## src/rtl/ecc_pkg.sv

```systemverilog
// Shared definitions for the point-doubling controller: GFAU op codes,
// microcode word layout and scratch register indices.
package ecc_pkg;

  typedef enum logic [1:0] {
    GF_ADD  = 2'd0,
    GF_SUB  = 2'd1,
    GF_MULT = 2'd2,
    GF_DIV  = 2'd3
  } gf_op_t;

  typedef struct packed {
    gf_op_t     op;
    logic [2:0] d;
    logic [2:0] s0;
    logic [2:0] s1;
  } ucode_t;

  localparam logic [3:0] UCODE_LAST = 4'd11;

  localparam logic [2:0] R_X  = 3'd0;
  localparam logic [2:0] R_Y  = 3'd1;
  localparam logic [2:0] R_A  = 3'd2;
  localparam logic [2:0] R_T3 = 3'd3;
  localparam logic [2:0] R_T4 = 3'd4;
  localparam logic [2:0] R_T5 = 3'd5;
  localparam logic [2:0] R_T6 = 3'd6;
  localparam logic [2:0] R_T7 = 3'd7;

  function automatic ucode_t make_uc(gf_op_t op, logic [2:0] d, logic [2:0] s0, logic [2:0] s1);
    ucode_t w;
    w.op = op;
    w.d  = d;
    w.s0 = s0;
    w.s1 = s1;
    return w;
  endfunction

endpackage

```

## src/rtl/ecc_ucode_rom.sv

```systemverilog
// Microcode for affine doubling: lambda = (3x^2+a)/(2y), x3 = lambda^2-2x,
// y3 = lambda*(x-x3)-y. Pure combinational lookup.
module ecc_ucode_rom
  import ecc_pkg::*;
(
  input  logic [3:0] pc,
  output ucode_t     word
);

  // pc -> op d,s0,s1
  always_comb begin
    case (pc)
      4'd0:    word = make_uc(GF_MULT, R_T3, R_X,  R_X);
      4'd1:    word = make_uc(GF_ADD,  R_T4, R_T3, R_T3);
      4'd2:    word = make_uc(GF_ADD,  R_T4, R_T4, R_T3);
      4'd3:    word = make_uc(GF_ADD,  R_T4, R_T4, R_A);
      4'd4:    word = make_uc(GF_ADD,  R_T5, R_Y,  R_Y);
      4'd5:    word = make_uc(GF_DIV,  R_T6, R_T4, R_T5);
      4'd6:    word = make_uc(GF_MULT, R_T3, R_T6, R_T6);
      4'd7:    word = make_uc(GF_ADD,  R_T7, R_X,  R_X);
      4'd8:    word = make_uc(GF_SUB,  R_T3, R_T3, R_T7);
      4'd9:    word = make_uc(GF_SUB,  R_T7, R_X,  R_T3);
      4'd10:   word = make_uc(GF_MULT, R_T7, R_T6, R_T7);
      4'd11:   word = make_uc(GF_SUB,  R_T7, R_T7, R_Y);
      default: word = make_uc(GF_ADD,  R_T3, R_X,  R_X);
    endcase
  end

endmodule

```

## src/rtl/ecc_point_double_ctrl.sv

```systemverilog
// Sequences one affine point doubling as 12 GFAU operations over an 8-entry
// scratch register file; all field arithmetic happens in the GFAU.
module ecc_point_double_ctrl
  import ecc_pkg::*;
#(
  parameter int SIZE    = 32,
  parameter int TIMEOUT = 1023
) (
  input  logic            i_clk,
  input  logic            i_rst,
  input  logic            start,
  input  logic [SIZE-1:0] x_in,
  input  logic [SIZE-1:0] y_in,
  input  logic [SIZE-1:0] a_coef,
  input  logic            in_inf,
  output logic            busy,
  output logic            done,
  output logic [SIZE-1:0] x_out,
  output logic [SIZE-1:0] y_out,
  output logic            out_inf,
  output logic            err,
  output logic [1:0]      gf_op,
  output logic [SIZE-1:0] gf_in_0,
  output logic [SIZE-1:0] gf_in_1,
  output logic            gf_start,
  input  logic [SIZE-1:0] gf_result,
  input  logic            gf_done
);

  localparam int CNT_W = $clog2(TIMEOUT + 1);

  typedef enum logic [1:0] {S_IDLE, S_ISSUE, S_WAIT, S_FINISH} state_t;

  state_t          state_r, state_s;
  logic [3:0]      pc_r, pc_s;
  logic [CNT_W-1:0] cnt_r;
  logic [SIZE-1:0] rf_r [8];
  logic [SIZE-1:0] rf_s [8];
  logic [2:0]      dst_r;
  logic            inf_r, inf_s, err_r, err_s;
  ucode_t          word_s;

  // Addressed by the next pc so operands can be registered on entry to ISSUE.
  ecc_ucode_rom u_rom (
    .pc   (pc_s),
    .word (word_s)
  );

  // Next-state, pc and register-file write (the write is forwarded to the operand regs)
  always_comb begin
    state_s = state_r;
    pc_s    = pc_r;
    rf_s    = rf_r;
    inf_s   = inf_r;
    err_s   = err_r;
    case (state_r)
      S_IDLE: begin
        if (start) begin
          rf_s[R_X] = x_in;
          rf_s[R_Y] = y_in;
          rf_s[R_A] = a_coef;
          pc_s      = 4'd0;
          err_s     = 1'b0;
          inf_s     = in_inf || (y_in == {SIZE{1'b0}});
          state_s   = (in_inf || (y_in == {SIZE{1'b0}})) ? S_FINISH : S_ISSUE;
        end else begin
          state_s = S_IDLE;
        end
      end
      S_ISSUE: state_s = S_WAIT;
      S_WAIT: begin
        if (gf_done) begin
          rf_s[dst_r] = gf_result;
          if (pc_r == UCODE_LAST) begin
            state_s = S_FINISH;
          end else begin
            pc_s    = pc_r + 4'd1;
            state_s = S_ISSUE;
          end
        end else if (cnt_r == CNT_W'(TIMEOUT - 1)) begin
          err_s   = 1'b1;
          state_s = S_FINISH;
        end else begin
          state_s = S_WAIT;
        end
      end
      S_FINISH: state_s = S_IDLE;
      default:  state_s = S_IDLE;
    endcase
  end

  // State, register file and all registered outputs
  always_ff @(posedge i_clk) begin
    if (i_rst) begin
      state_r  <= S_IDLE;
      pc_r     <= 4'd0;
      cnt_r    <= {CNT_W{1'b0}};
      dst_r    <= 3'd0;
      inf_r    <= 1'b0;
      err_r    <= 1'b0;
      for (int i = 0; i < 8; i++) rf_r[i] <= {SIZE{1'b0}};
      busy     <= 1'b0;
      done     <= 1'b0;
      x_out    <= {SIZE{1'b0}};
      y_out    <= {SIZE{1'b0}};
      out_inf  <= 1'b0;
      err      <= 1'b0;
      gf_op    <= 2'd0;
      gf_in_0  <= {SIZE{1'b0}};
      gf_in_1  <= {SIZE{1'b0}};
      gf_start <= 1'b0;
    end else begin
      state_r  <= state_s;
      pc_r     <= pc_s;
      rf_r     <= rf_s;
      inf_r    <= inf_s;
      err_r    <= err_s;
      dst_r    <= word_s.d;
      cnt_r    <= (state_r == S_WAIT) ? cnt_r + CNT_W'(1) : {CNT_W{1'b0}};
      busy     <= (state_s == S_ISSUE) || (state_s == S_WAIT) || (state_s == S_FINISH);
      done     <= (state_r == S_FINISH);
      gf_start <= (state_s == S_ISSUE);
      if (state_r == S_FINISH) begin
        x_out   <= rf_r[R_T3];
        y_out   <= rf_r[R_T7];
        out_inf <= inf_r;
        err     <= err_r;
      end else begin
        x_out   <= x_out;
        y_out   <= y_out;
        out_inf <= out_inf;
        err     <= err;
      end
      // Operands only change when a new op is issued; the regfile is frozen during WAIT.
      if ((state_s == S_ISSUE) || (state_s == S_WAIT)) begin
        gf_op   <= word_s.op;
        gf_in_0 <= rf_s[word_s.s0];
        gf_in_1 <= rf_s[word_s.s1];
      end else begin
        gf_op   <= 2'd0;
        gf_in_0 <= {SIZE{1'b0}};
        gf_in_1 <= {SIZE{1'b0}};
      end
    end
  end

endmodule

```

## config.mk

```make
export PLATFORM = sky130hd
export DESIGN_NAME = ecc_point_double_ctrl
export DESIGN_NICKNAME = d
export VERILOG_FILES = /design/src/rtl/ecc_pkg.sv /design/src/rtl/ecc_ucode_rom.sv /design/src/rtl/ecc_point_double_ctrl.sv
export SDC_FILE = /design/constraint.sdc
export NUM_CORES = 1
export LEC_CHECK = 0
export BUFFER_PORTS_ARGS = -buffer_cell sky130_fd_sc_hd__buf_2
export CORE_MARGIN = 4
export CORE_UTILIZATION = 45
export CTS_CLUSTER_SIZE = 40
export DETAILED_ROUTE_END_ITERATION = 6
export SETUP_SLACK_MARGIN = 0.4
export SKIP_LAST_GASP = 1
export SYNTH_ARGS = -nofsm -noshare
export SYNTH_HDL_FRONTEND = slang
export SYNTH_HIERARCHICAL = 1
export SYNTH_SLANG_ARGS = --single-unit
```

## constraint.sdc

```tcl
create_clock -name i_clk -period 6.35 [get_ports i_clk]
set_input_delay 1.27 -clock i_clk [delete_from_list [all_inputs] [get_ports i_clk]]
set_output_delay 1.27 -clock i_clk [all_outputs]
set_load 0.02 [all_outputs]
```

==> impl_metrics.json <==
{
  "outcome": "finished, violations left",
  "violations": "DRC",
  "synth_cell_types": 74,
  "final_common_cell": "dfxtp_1",
  "fin_nets": 2898,
  "portBuffers": 267,
  "min-delay-start": "y_out[29]",
  "whs_ps": 449,
  "antenna_cells": 0,
  "cts_resized": 0,
  "placedInstanceArea_mm2": 0.0227,
  "critical_path_required_ps": 6870,
  "fin_skew_ps": 16.2,
  "hold_depth": 2,
  "critPathKind": "flip-flop to flip-flop",
  "postSynthAreaPerCell_um2": 7.92,
  "yosysSeqAreaShare": 0.391,
  "pwr_density_cell_mw_per_mm2": 273,
  "wl_per_cell_um": 26.4,
  "start_util": 0.455,
  "path_max_fanout": 15,
  "setup_slack_ps": 1240,
  "final_cells": 3395,
  "synthArstFlopShare": 0,
  "drt_iter0_markers": 2868,
  "r2r-start": "state_r[1]",
  "clkSlewWorstSetupHoldPaths_ps": 60,
  "rrSetupSlack_ps": 1240,
  "vias": 22600,
  "dr.pass1.iters": 7,
  "hpwlAfterDp_um": 56000,
  "fin_area_mm2": 0.0243,
  "dieWidth_um": 225,
  "crit_path_start": "state_r[1]",
  "synth_edf_count": 0,
  "synthFlopType": "dfxtp_1",
  "finalCritPeriodShare": 0.805,
  "clock_latency_ps": 590,
  "grt_pass1_wl_um": 134000,
  "drt_wl_total_um": 89700,
  "post-place-cells": 3312,
  "post_cts_buffers": 0,
  "core_mm2": 0.0465,
  "fill_cells": 4457,
  "grt_max_degree": 142,
  "rr_worst_depth": 13,
  "cts_buffers": 47,
  "die_area_mm2": 0.0505,
  "total_power_mw": 6.63,
  "finalCriticalPeriod_ps": 5110,
  "drv_cap": 0,
  "cts_tree": "yes",
  "peakVddDrop_mv": 0.214,
  "r2r-end": "gf_in_0[13]",
  "drive_gt1_frac": 0.168,
  "start_kind": "flip-flop",
  "hold_path_class": "flip-flop to flip-flop",
  "antenna_found_initial": 0,
  "worstHoldEndpoint": "y_out[29]",
  "clk_path_buf_depth": 3,
  "final_hold_viol_count": 0,
  "ant_nets": 0,
  "syn_area_mm2": 0.0211,
  "synth_nets": 2812,
  "grt_pass1_vias": 21400,
  "rsz0062_at_grt": "no",
  "clockRootBuffer": "clkbuf_16",
  "p_leak_nw": 9.08,
  "grt.total_usage": 0.340,
  "boundaryPins": 268,
  "slew_headroom": 0.239,
  "place_congestion": 0.921,
  "via_per_inst": 6.65,
  "clkSinkCount": 412,
  "grt-ovfl-total": 0,
  "max_freq_mhz": 196,
  "postCtsHoldBufs": 0,
  "timing.final.max_slew_violations": 0,
  "mostFrequentLayoutCells": "412 x dfxtp_1, 403 x nand2_1, 292 x a21oi_1, 266 x buf_2, 165 x o21ai_0",
  "drc_errors": 2,
  "cp.arrival_ps": 5630,
  "utilization": 0.522,
  "h-tree-depth": 2,
  "netlist_instances": 2668,
  "worstMarginPinSlew_ps": 1130,
  "ys_ff_latch": 412,
  "dp_slack_ps": 949,
  "yosys_warnings": 6,
  "endpoint_kind": "flip-flop",
  "setup_tns_ps": 0,
  "setup_viol": 0,
  "die_h_um": 225,
  "syn_to_final_growth_pct": 14.8,
  "num_rows": 79
}
==> registers in the layout, summed over array words and instances, names as in the netlist <==
register / count
rf_r: 256
gf_in_0: 32
gf_in_1: 32
x_out: 32
y_out: 32
cnt_r: 10
pc_r: 4
dst_r: 3
gf_op: 2
state_r: 2
busy: 1
done: 1
err: 1
err_r: 1
gf_start: 1
inf_r: 1
out_inf: 1
==> how the worst max path moves through the flow <==
stage,to,depth (start not counted)
global placement,gf_in_1[10],12
finish,gf_in_0[13],13
floorplan,gf_in_1[17],17
detailed placement,gf_in_1[3],12
global route,gf_in_1[3],12
CTS,gf_in_1[3],12
==> power by group <==
group	switching, mW	internal (mW)	total [mW]	leakage (nW)
logic	0.766	0.324	1.09	4.95
registers	0.0524	2.69	2.74	3.34
clock network	1.15	1.66	2.80	0.791
==> layer usage <==
layer	vias up	global-route usage	share of wire
met4	0	0.151	0.047
li1	10000	-	-
met2	1408	0.527	0.44
met1	10900	0.466	0.41
met3	274	0.0585	0.10
met5	-	0	0
==> synth_stat cells, types with 30 or more instances <==
| cell | n | area, µm² |
|---|---|---|
| nand3_1 | 88 | 440 |
| o22ai_1 | 38 | 238 |
| clkbuf_1 | 231 | 867 |
| o21ai_0 | 165 | 826 |
| inv_1 | 53 | 199 |
| buf_2 | 37 | 185 |
| nand2_1 | 407 | 1530 |
| a221o_1 | 73 | 731 |
| and2_1 | 30 | 188 |
| dfxtp_1 | 412 | 8250 |
| a21oi_1 | 293 | 1470 |
| and3_1 | 98 | 613 |
| o211ai_1 | 60 | 450 |
| nor2_1 | 80 | 300 |
| nor2b_1 | 89 | 557 |
| nand4_1 | 37 | 231 |
| a311oi_1 | 88 | 771 |
| a211oi_1 | 50 | 375 |
==> kinds of logic after synthesis <==
kind of cell	share of synthesized area
mux	0.0144
xor+xnor	0.00456
fa+ha+maj	0.00652
compound gates	0.310
flops	0.391
buf+inv	0.0672
simple gates	0.207
==> critical path, stage by stage, from the launching register on <==
cell	delay [ps]
dfxtp_1	620
nor2b_1	480
nand3_1	230
o21ai_0	770
inv_1	260
ha_1	380
inv_1	70
mux2i_1	100
o21ai_4	230
inv_2	250
nor4_4	1030
buf_4	400
a2bb2oi_1	120
nand4_1	80
==> area by class of cell <==
| type | instances | area, µm² | share of cell area |
|---|---|---|---|
| Tap cell | 607 | 759 | 0.0313 |
| Sequential cell | 412 | 8250 | 0.340 |
| Clock buffer | 70 | 1460 | 0.0600 |
| Timing Repair Buffer | 333 | 1850 | 0.0765 |
| Clock inverter | 13 | 119 | 0.00490 |
| Multi-Input combinational cell | 1906 | 11600 | 0.479 |
| Inverter | 54 | 203 | 0.00836 |
Power figures use the tool's default switching activity.
